**src/rtl/sr_latch_driver.sv**
```systemverilog
// Write sequencer for a gated SR latch: drives S/R with setup and hold around an
// En pulse, then compares the latch feedback against the written bit.
module sr_latch_driver #(
    parameter int unsigned SETUP_CYC = 2,
    parameter int unsigned PULSE_CYC = 2,
    parameter int unsigned HOLD_CYC  = 1,
    parameter bit          SKIP_SAME = 1'b0
) (
    input  logic Clk,
    input  logic Rst,
    input  logic WrReq,
    input  logic WrData,
    input  logic Q_fb,
    output logic S,
    output logic R,
    output logic En,
    output logic Ready,
    output logic Done,
    output logic Err
);

    localparam int unsigned CNT_W = 4;
    localparam logic [CNT_W-1:0] SETUP_LOAD = CNT_W'(SETUP_CYC - 1);
    localparam logic [CNT_W-1:0] PULSE_LOAD = CNT_W'(PULSE_CYC - 1);
    localparam logic [CNT_W-1:0] HOLD_LOAD  = (HOLD_CYC > 0) ? CNT_W'(HOLD_CYC - 1) : '0;

    typedef enum logic [2:0] {
        ST_IDLE,
        ST_SETUP,
        ST_PULSE,
        ST_HOLD,
        ST_DONE
    } state_t;

    state_t           r_state;
    logic [CNT_W-1:0] r_cnt;
    logic             r_d;
    logic             r_s;
    logic             r_r;
    logic             r_en;
    logic             r_ready;
    logic             r_done;
    logic             r_err;

    state_t           w_nxt_state;
    logic [CNT_W-1:0] w_nxt_cnt;
    logic             w_nxt_d;
    logic             w_nxt_s;
    logic             w_nxt_r;
    logic             w_nxt_en;
    logic             w_nxt_ready;
    logic             w_nxt_done;
    logic             w_nxt_err;
    logic             w_cnt_zero;

    assign w_cnt_zero = (r_cnt == '0);

    // State and registered outputs; reset drops En immediately, aborting any write.
    always_ff @(posedge Clk or posedge Rst) begin
        if (Rst) begin
            r_state <= ST_IDLE;
            r_cnt   <= '0;
            r_d     <= 1'b0;
            r_s     <= 1'b0;
            r_r     <= 1'b0;
            r_en    <= 1'b0;
            r_ready <= 1'b1;
            r_done  <= 1'b0;
            r_err   <= 1'b0;
        end else begin
            r_state <= w_nxt_state;
            r_cnt   <= w_nxt_cnt;
            r_d     <= w_nxt_d;
            r_s     <= w_nxt_s;
            r_r     <= w_nxt_r;
            r_en    <= w_nxt_en;
            r_ready <= w_nxt_ready;
            r_done  <= w_nxt_done;
            r_err   <= w_nxt_err;
        end
    end

    // Next state and next output values; S/R hold by default, En/Ready/Done pulse.
    always_comb begin
        w_nxt_state = r_state;
        w_nxt_cnt   = r_cnt;
        w_nxt_d     = r_d;
        w_nxt_s     = r_s;
        w_nxt_r     = r_r;
        w_nxt_en    = 1'b0;
        w_nxt_ready = 1'b0;
        w_nxt_done  = 1'b0;
        w_nxt_err   = r_err;

        case (r_state)
            ST_IDLE: begin
                w_nxt_ready = 1'b1;
                w_nxt_s     = 1'b0;
                w_nxt_r     = 1'b0;
                if (WrReq && r_ready) begin
                    w_nxt_d     = WrData;
                    w_nxt_err   = 1'b0;
                    w_nxt_ready = 1'b0;
                    if (SKIP_SAME && (Q_fb == WrData)) begin
                        w_nxt_state = ST_DONE;
                        w_nxt_done  = 1'b1;
                    end else begin
                        w_nxt_state = ST_SETUP;
                        w_nxt_s     = WrData;
                        w_nxt_r     = ~WrData;
                        w_nxt_cnt   = SETUP_LOAD;
                    end
                end
            end

            ST_SETUP: begin
                if (w_cnt_zero) begin
                    w_nxt_state = ST_PULSE;
                    w_nxt_en    = 1'b1;
                    w_nxt_cnt   = PULSE_LOAD;
                end else begin
                    w_nxt_cnt = r_cnt - CNT_W'(1);
                end
            end

            ST_PULSE: begin
                if (!w_cnt_zero) begin
                    w_nxt_en  = 1'b1;
                    w_nxt_cnt = r_cnt - CNT_W'(1);
                end else if (HOLD_CYC > 0) begin
                    w_nxt_state = ST_HOLD;
                    w_nxt_cnt   = HOLD_LOAD;
                end else begin
                    w_nxt_state = ST_DONE;
                    w_nxt_done  = 1'b1;
                    w_nxt_err   = (Q_fb != r_d);
                    w_nxt_s     = 1'b0;
                    w_nxt_r     = 1'b0;
                end
            end

            ST_HOLD: begin
                if (w_cnt_zero) begin
                    w_nxt_state = ST_DONE;
                    w_nxt_done  = 1'b1;
                    w_nxt_err   = (Q_fb != r_d);
                    w_nxt_s     = 1'b0;
                    w_nxt_r     = 1'b0;
                end else begin
                    w_nxt_cnt = r_cnt - CNT_W'(1);
                end
            end

            ST_DONE: begin
                w_nxt_state = ST_IDLE;
                w_nxt_ready = 1'b1;
                w_nxt_s     = 1'b0;
                w_nxt_r     = 1'b0;
            end

            default: begin
                w_nxt_state = ST_IDLE;
                w_nxt_ready = 1'b1;
                w_nxt_s     = 1'b0;
                w_nxt_r     = 1'b0;
            end
        endcase
    end

    assign S     = r_s;
    assign R     = r_r;
    assign En    = r_en;
    assign Ready = r_ready;
    assign Done  = r_done;
    assign Err   = r_err;

endmodule

```
**config.mk**
```make
export PLATFORM = sky130hd
export DESIGN_NAME = sr_latch_driver
export DESIGN_NICKNAME = d
export VERILOG_FILES = /design/src/rtl/sr_latch_driver.sv
export SDC_FILE = /design/constraint.sdc
export NUM_CORES = 1
export LEC_CHECK = 0
export ABC_AREA = 1
export BUFFER_PORTS_ARGS = -buffer_cell sky130_fd_sc_hd__clkbuf_2
export CORE_MARGIN = 2
export CORE_UTILIZATION = 30
export DETAILED_ROUTE_END_ITERATION = 7
export PLACE_DENSITY = 0.56
export RECOVER_POWER = 50
export SETUP_SLACK_MARGIN = 0.1
export SYNTH_ARGS = -nofsm -noshare
export SYNTH_HDL_FRONTEND = slang
export SYNTH_SLANG_ARGS = --single-unit
```
**constraint.sdc**
```tcl
create_clock -name Clk -period 2.1 [get_ports Clk]
set_input_delay 0 -clock Clk [delete_from_list [all_inputs] [get_ports Clk]]
set_output_delay 0 -clock Clk [all_outputs]
set_load 0.05 [all_outputs]
```
Word level (Yosys, flattened, before mapping)
Cells that the tools add are included.
- bits of input ports: 5
- bits in registers: 14
- word-level logic and storage cells: 57
- output and inout bits: 6
- add/subtract/negate cells: 1
- bitwise operators: 2
- reduce and logical (&&, ||, !) cells: 12
- multiplexer cells: 24
- equal/unequal tests: 9
- operators by type and width (cell ; number):
    2-to-1 mux 4 bit ; 4
    one-hot mux 4 bit (4 select lines) ; 1
    2-to-1 mux 3 bit ; 4
    one-hot mux 3 bit (4 select lines) ; 1
    != test 2 bit (second input constant) ; 5
    2-to-1 mux 1 bit ; 9
    == test 3 x 2 -> 1 bit (second input constant) ; 2
    one-hot mux 1 bit (2 select lines) ; 3
    one-hot mux 1 bit (3 select lines) ; 2
    AND reduction 3 bit ; 2
    logical NOT 4 bit ; 1
    AND reduction 2 bit ; 2
    AND reduction 4 bit ; 1
    nonzero test 4 bit ; 1
    subtractor 4 x 1 -> 4 bit (second input constant) ; 1
    == test 3 x 1 -> 1 bit (second input constant) ; 1
    logical NOT 3 bit ; 1
    OR reduction 3 bit ; 1
    inverter 1 bit ; 2
    nonzero test 2 bit ; 1
    OR reduction 2 bit ; 1
    logical AND 1 bit ; 1
    != test 1 bit ; 1

Depth between registers and ports, before layout
Gate-level depths: netlist (run 1).
- depth in word-level cells: 4
- gate-level depth with buffers: 10
- gate-level depth less buffers: 10

Worst setup path before layout (run 1)
Ideal clock, no wire load.
- path type: reg2reg
- from: register r_cnt[0]
- to: register r_cnt[0]
- path slack: 0.839 ns
- buffers on the path: 0
- period minus slack after synthesis: 1.261 ns
- data arrival time: 1.149 ns
- library setup time: 0.113 ns
- data required time: 1.987 ns
- cell stages (with the launch flop): 10
- cells stage by stage: dfrtp_1 inv_1 ha_1 nand2_1 nor2_1 nand2_2 nand3_2 nand2_1 nand2_1 inv_1
- cells in the longest elaborated chain, start to end: 3
- elaborated cells between the ends (all ways): 8
- those cells by class: 1 x add/sub; 1 x eq/ne; 4 x mux; 2 x reduce/logical
- ends and longest elaborated chain (element ; line ; text):
    start, declared ; 36 ; logic [CNT_W-1:0] r_cnt;
    start signal, assigned ; 72 ; r_cnt <= w_nxt_cnt;
    subtractor 4 x 1 -> 4 bit / logical NOT 4 bit (equally long branches) ; n/a ;
    2-to-1 mux 4 bit, or another cell as far along ; 143 ; if (w_cnt_zero) begin
    one-hot mux 4 bit (4 select lines) / AND reduction 3 bit (equally long branches) ; n/a ;
Parallel ways exist; a longest one is shown, timed or not. The select of a mux whose other input is x is not followed.
A chain may end at the register's enable or synchronous reset.

Worst setup path after layout (run 1)
Ends and elaborated chain as after synthesis.

==> run_results.csv, run 1 <==
group,metric,value,unit
layout,nFillCells,262,
timing,relSlewSlack,60.6,%
layout,postLayoutCellArea,901,µm²
synthesis,synth_top_family_by_area,"simple AND/OR/NAND/NOR gates",
drt,wire_per_inst,9.52,µm
power,powerDensity,1690,mW/mm²
layout,syn_to_final_growth,18.4,%
drt,drtIter0Drc,6,
power,vdd_drop_max,0.630,mV
timing,slew_viol_final,0,
critical_path,max_stage_delay,0.38,ns
place,post-place-ws,0.653,ns
cts,ctsResizeCount,0,
synthesis,synth_area_leaders,"dfrtp_1, nand2_1, inv_1",
place,hpwlAfterDp,1.12,mm
synthesis,ys_async_sr_fraction,100,%
drt,drt_wl_total,1.44,mm
timing,worst_slew_pin_slew,0.593,ns
timing,whs,0.0284,ns
cts,clk_pin_slew,0.09,ns
synthesis,synth_fa_ha_area_share,3.29,%
layout,regArea,352,µm²
drt,dr.pass1.iters,4,
timing,min_period_over_period,68.6,%
cts,numCtsBuffers,3,
drt,drc,0,
synthesis,ys_types,14,
place,placed_area,848,µm²
synthesis,yosysWarnings,0,
timing,clock_skew,0.00213,ns
synthesis,synth_commonest_cells,"nand2_1, inv_1, dfrtp_1, nand3_1, nor2_1",
synthesis,syn_area,761,µm²
floorplanning,io-pin-count,11,
timing,layout_min_cycle_time,1.44,ns
hold_path,hold_depth,4,
critical_path,r2r_slack,0.66,ns
cts,root_buffer,"clkbuf_4",
critical_path,ff2ff_path_depth,9,
layout,diodes,0,
run_status,status,"completed",
place,dp_cells,145,
power,switchingPower,0.780,mW
job,max_cap_viol_count,0,
layout,layout.cells.non_filler,151,
drt,antenna_left,0,
layout,final_util,37.0,%
place,port_buffers,10,
global_routing,grt_overflow,0,
critical_path,critPathKind,"register to register",
hold_path,hold_class,"primary input to register",
global_routing,antenna_found_initial,0,
global_routing,grt_max_degree,15,
layout,layout.nets,129,
critical_path,cp.required,2.29,ns
critical_path,slowest_stage,"dfrtp_1",
floorplanning,fp.dieH,54.4,µm
synthesis,synth-xor-area-share,1.15,%
floorplanning,row_count,18,
power,power,1.52,mW
floorplanning,dieArea,0.00295,mm²
drt,vias,659,
synthesis,synth-simple-area-share,35.9,%
cts,clock_latency,0.28,ns
synthesis,synth-edff-count,0,
layout,drive_gt1_share,15.7,%
timing,setup_viol,0,
timing,tns,0,ns
timing,fmax,0.694,GHz
critical_path,critical_path.max_fanout,5,
cts,cts-htree-levels,1,
synthesis,synthFlopType,"dfrtp_1",
layout,multi_input_area,342,µm²
critical_path,crit_path_end_kind,"register",
timing,rsz0062_at_grt,"false",
synthesis,avgSynthCellArea,7.25,µm²
critical_path,worst_path_most_repeated_cell,"nand2_1",
global_routing,first_global_vias,576,
critical_path,path_cells,"inv_1 > ha_1 > nand2_1 > nor2_1 > nand2_2 > nand3_2 > nand2_1 > nand2_1 > inv_1",
power,clkPwrFrac,12.8,%
place,place_congestion,0.789,
power,internal_power,0.743,mW
power,p_seq_share,30.3,%
timing,hold_viol_final,0,
synthesis,synth_nets,112,
synthesis,ys_ff_latch,14,
synthesis,synth_top_area_share,42.8,%
synthesis,synth_seq_area_share,46.2,%
critical_path,start_kind,"register",
global_routing,grt_pass1_wl,2.39,mm
synthesis,synth.largest_area_cell,"dfrtp_1",
power,combPwrFrac,56.9,%
cts,cts_hold_buf,2,
global_routing,grt_usage,11.4,%
cts,clock-sinks,14,
critical_path,worstPathArrival,1.63,ns
synthesis,netlist_instances,105,
synthesis,synth_most_common_cell,"nand2_1",
floorplanning,start_util,31.3,%
timing,worst_slack,0.659,ns
power,p_leak,0.532,nW
cts,cts_buffer_depth,2,
synthesis,synth_compound_area_share,4.61,%
synthesis,yosys-mux-area-fraction,0,%
drt,drt-vias-per-instance,4.36,
cts,cts_tree,"yes",
floorplanning,die_x,54.4,µm
cts,cts_setup_buffers,0,
floorplanning,core,0.00243,mm²
power,p_sw_share,51.2,%
[power by group through the flow]
| stage | logic (mW) | clock network, mW | registers, mW |
|---|---|---|---|
| floorplan | 0.553 | 0 | 0.605 |
| detailed placement | 0.869 | 0 | 0.468 |
| global route | 0.988 | 0.217 | 0.478 |
| CTS | 0.876 | 0.202 | 0.463 |
| global placement | 0.873 | 0 | 0.466 |
| finish | 0.866 | 0.196 | 0.461 |
[cells by family (layout without fill, tap and decap cells)]
family | Yosys count | in the layout
AOI/OAI and AO/OA | 7 | 7
xor gates and xnor gates | 1 | 1
and+or+nand+nor | 63 | 63
buffers and inverters | 18 | 34
DFF | 14 | 14
adders and majority gates | 2 | 2
[critical path, delay by kind of cell, from the launching register on]
kind,cells,cell delay [ns]
adders and majority gates,1,0.18
buffers and inverters,2,0.16
DFF,1,0.38
and+or+nand+nor,6,0.61
[layer usage]
layer | vias to the layer above | track usage (%) | share of wire (%)
li1 | 350 | - | -
met1 | 292 | 13.5 | 46
met2 | 15 | 18.5 | 48
met3 | 2 | 4.10 | 4.3
met4 | 0 | 5.00 | 1.3
met5 | - | 0 | 0
[final cells by class]
| class | count | area share [%] |
|---|---|---|
| multi-input combinational | 73 | 37.9 |
| clock buffer | 4 | 4.03 |
| sequential | 14 | 39.0 |
| tap | 30 | 4.17 |
| inverter | 18 | 7.50 |
| timing repair buffer | 12 | 7.36 |
[layout by cell type (no fill, tap or decap), types with 3 or more instances in the layout]
cell type | synthesis | final
clkbuf_1 | 0 | 3
nand3_1 | 10 | 10
clkbuf_2 | 0 | 7
clkbuf_4 | 0 | 3
nand2_1 | 39 | 39
inv_1 | 17 | 17
nor2_1 | 8 | 8
o21ai_0 | 7 | 7
nand2_2 | 3 | 3
dfrtp_1 | 13 | 13
[flip-flops by register name, summed over array words and instances, names as in the netlist]
name / cells
S: 1
r_d: 1
r_cnt: 4
R: 1
Ready: 1
Done: 1
En: 1
Err: 1
r_state: 3
[final timing paths]
kind,startpoint,endpoint
setup reg to reg,r_cnt[0],r_cnt[0]
max in group asynchronous,Rst,Ready
hold / removal,WrReq,Ready
hold reg to reg,S,S
min in group asynchronous,Rst,Err
setup / recovery,r_cnt[0],r_cnt[0]
Power figures use the tool's default switching activity.
==> run 2: changes to the inputs <==
--- a/config.mk
+++ b/config.mk
@@ -10,7 +10,7 @@
 export CORE_MARGIN = 2
 export CORE_UTILIZATION = 30
 export DETAILED_ROUTE_END_ITERATION = 7
-export PLACE_DENSITY = 0.56
+export PLACE_DENSITY = 0.58
 export RECOVER_POWER = 50
 export SETUP_SLACK_MARGIN = 0.1
 export SYNTH_ARGS = -nofsm -noshare
==> constraint.sdc (replaced) <==
create_clock -name Clk -period 1.26 [get_ports Clk]
set_input_delay 0 -clock Clk [delete_from_list [all_inputs] [get_ports Clk]]
set_output_delay 0 -clock Clk [all_outputs]
set_load 0.05 [all_outputs]
==> run_results.csv, run 2 (synthesis gave the netlist of run 1 again) <==
group,metric,value,unit
run_status,status,"completed",
global_routing,grt_max_degree,15,
place,placed_area,896,µm²
floorplanning,io-pin-count,11,
cts,clock-sinks,14,
drt,vias,708,
timing,clock_skew,0.00470,ns
hold_path,hold_class,"primary input to register",
hold_path,min_from,"WrReq",
timing,fmax,0.798,GHz
cts,clock_latency,0.30,ns
critical_path,ff2ff_path_depth,9,
timing,worst_slack,0.00715,ns
drt,drt-vias-per-instance,4.37,
timing,setup_viol,0,
timing,whs,0.0132,ns
layout,drive_gt1_share,37.1,%
timing,tns,0,ns
place,port_buffers,10,
layout,nFillCells,239,
floorplanning,die_x,54.4,µm
layout,layout.cells.non_filler,162,
layout,regArea,352,µm²
drt,dr.pass1.iters,4,
layout,largestRegisters,"r_cnt (4), r_state (3)",
hold_path,holdPathEnd,"Ready",
power,p_leak,0.619,nW
critical_path,cp.required,1.46,ns
critical_path,crit_path_end_kind,"register",
cts,root_buffer,"clkbuf_4",
cts,cts_tree,"yes",
layout,final_common_cell,"nand2_1",
floorplanning,fp.dieH,54.4,µm
global_routing,grt_pass1_wl,2.95,mm
critical_path,r2r_slack,0.007,ns
critical_path,max_stage_delay,0.40,ns
place,dp_cells,150,
job,max_cap_viol_count,0,
power,vdd_drop_max,1.44,mV
cts,clk_pin_slew,0.09,ns
global_routing,first_global_vias,681,
critical_path,path_cells,"inv_2 > ha_4 > nand2_4 > nor2_4 > nand2_4 > nand3_4 > nand2_2 > nand2_1 > inv_1",
layout,final_cell_mix,"nand2_1, inv_1, dfrtp_1",
timing,worst_slew_pin_slew,0.549,ns
place,post-place-ws,-0.0553,ns
floorplanning,core,0.00243,mm²
drt,antenna_left,0,
timing,relSlewSlack,63.3,%
power,power,3.16,mW
critical_path,critPathBufInv,2,
layout,top_register,"r_cnt",
critical_path,start_kind,"register",
critical_path,slowest_stage,"dfrtp_1",
critical_path,worstReg2RegEnd,"r_cnt[0]",
place,place_congestion,0.868,
layout,largest_reg_flops,4,
hold_path,hold_depth,4,
floorplanning,start_util,31.3,%
critical_path,worstPathArrival,1.45,ns
cts,cts_buffer_depth,2,
power,powerDensity,2920,mW/mm²
critical_path,rr_startpoint,"r_cnt[0]",
layout,syn_to_final_growth,41.9,%
global_routing,antenna_found_initial,0,
timing,slew_viol_final,0,
layout,diodes,0,
floorplanning,dieArea,0.00295,mm²
drt,wire_per_inst,10.7,µm
cts,numCtsBuffers,3,
drt,drt_wl_total,1.73,mm
timing,min_period_over_period,99.4,%
place,hpwlAfterDp,1.16,mm
layout,layout.nets,140,
layout,postLayoutCellArea,0.00108,mm²
drt,drc,0,
critical_path,critical_path.max_fanout,5,
timing,hold_viol_final,0,
layout,final_util,44.4,%
timing,rsz0062_at_grt,"true",
cts,cts-htree-levels,1,
critical_path,worst_path_most_repeated_cell,"nand2_4",
global_routing,grt_overflow,0,
global_routing,grt_usage,14.2,%
drt,drtIter0Drc,15,
timing,layout_min_cycle_time,1.25,ns
critical_path,critPathKind,"register to register",
floorplanning,row_count,18,
layout,multi_input_area,434,µm²
critical_path,cpLargestDelayFamily,"simple AND/OR/NAND/NOR gates",
-- run 2: layer usage --
layer  share of wire [%]  global-route usage [%]  routed length (µm)  vias up
met2                  50                    23.1                 860        9
met4                 3.1                    10.0                  53        0
li1                    -                       -                   -      371
met1                  45                    17.9                 782      323
met3                 1.7                   0.820                  29        5
met5                   0                       0                   0        -
-- run 2: cell type report --
class	instances	share of cell area (%)
Clock buffer	4	3.36
Sequential cell	14	32.6
Tap cell	30	3.48
Inverter	18	6.26
Timing Repair Buffer	23	14.1
Multi-Input combinational cell	73	40.2
-- run 2: what timing repair did --
| action | 4_1_cts | 5_1_grt |
|---|---|---|
| resized for setup | 9 | 18 |
| endpoints found under the setup margin | 10 | 13 |
| hold buffers | 2 | 0 |
| hold endpoints to repair | 16 | 0 |
| setup buffers | 3 | 3 |
| pin swaps | 6 | 11 |
-- run 2: how the worst max path moves through the flow --
stage                        start  endpoint  slack, ns  cells after the start
after floorplan           r_cnt[0]  r_cnt[0]       0.06                      9
after global placement    r_cnt[0]         S     -0.008                      7
after detailed placement  r_cnt[0]  r_cnt[0]      -0.06                      9
after CTS                 r_cnt[0]  r_cnt[0]      -0.01                      9
after global routing      r_cnt[0]  r_cnt[0]      -0.07                     10
final                     r_cnt[0]  r_cnt[0]      0.007                      9
-- run 2: where the power goes --
group | internal (mW) | total [mW] | switching (mW) | leakage, nW
clock network | 0.176 | 0.343 | 0.167 | 0.0210
registers | 0.644 | 0.772 | 0.128 | 0.181
logic | 0.754 | 2.04 | 1.29 | 0.417
total | 1.57 | 3.16 | 1.58 | 0.619
-- run 2: worst register-to-register path: stages, from the launching register on --
cell and delay, ns:
dfrtp_1 0.40, inv_2 0.10, ha_4 0.17, nand2_4 0.05
nor2_4 0.11, nand2_4 0.08, nand3_4 0.09, nand2_2 0.06
nand2_1 0.06, inv_1 0.04
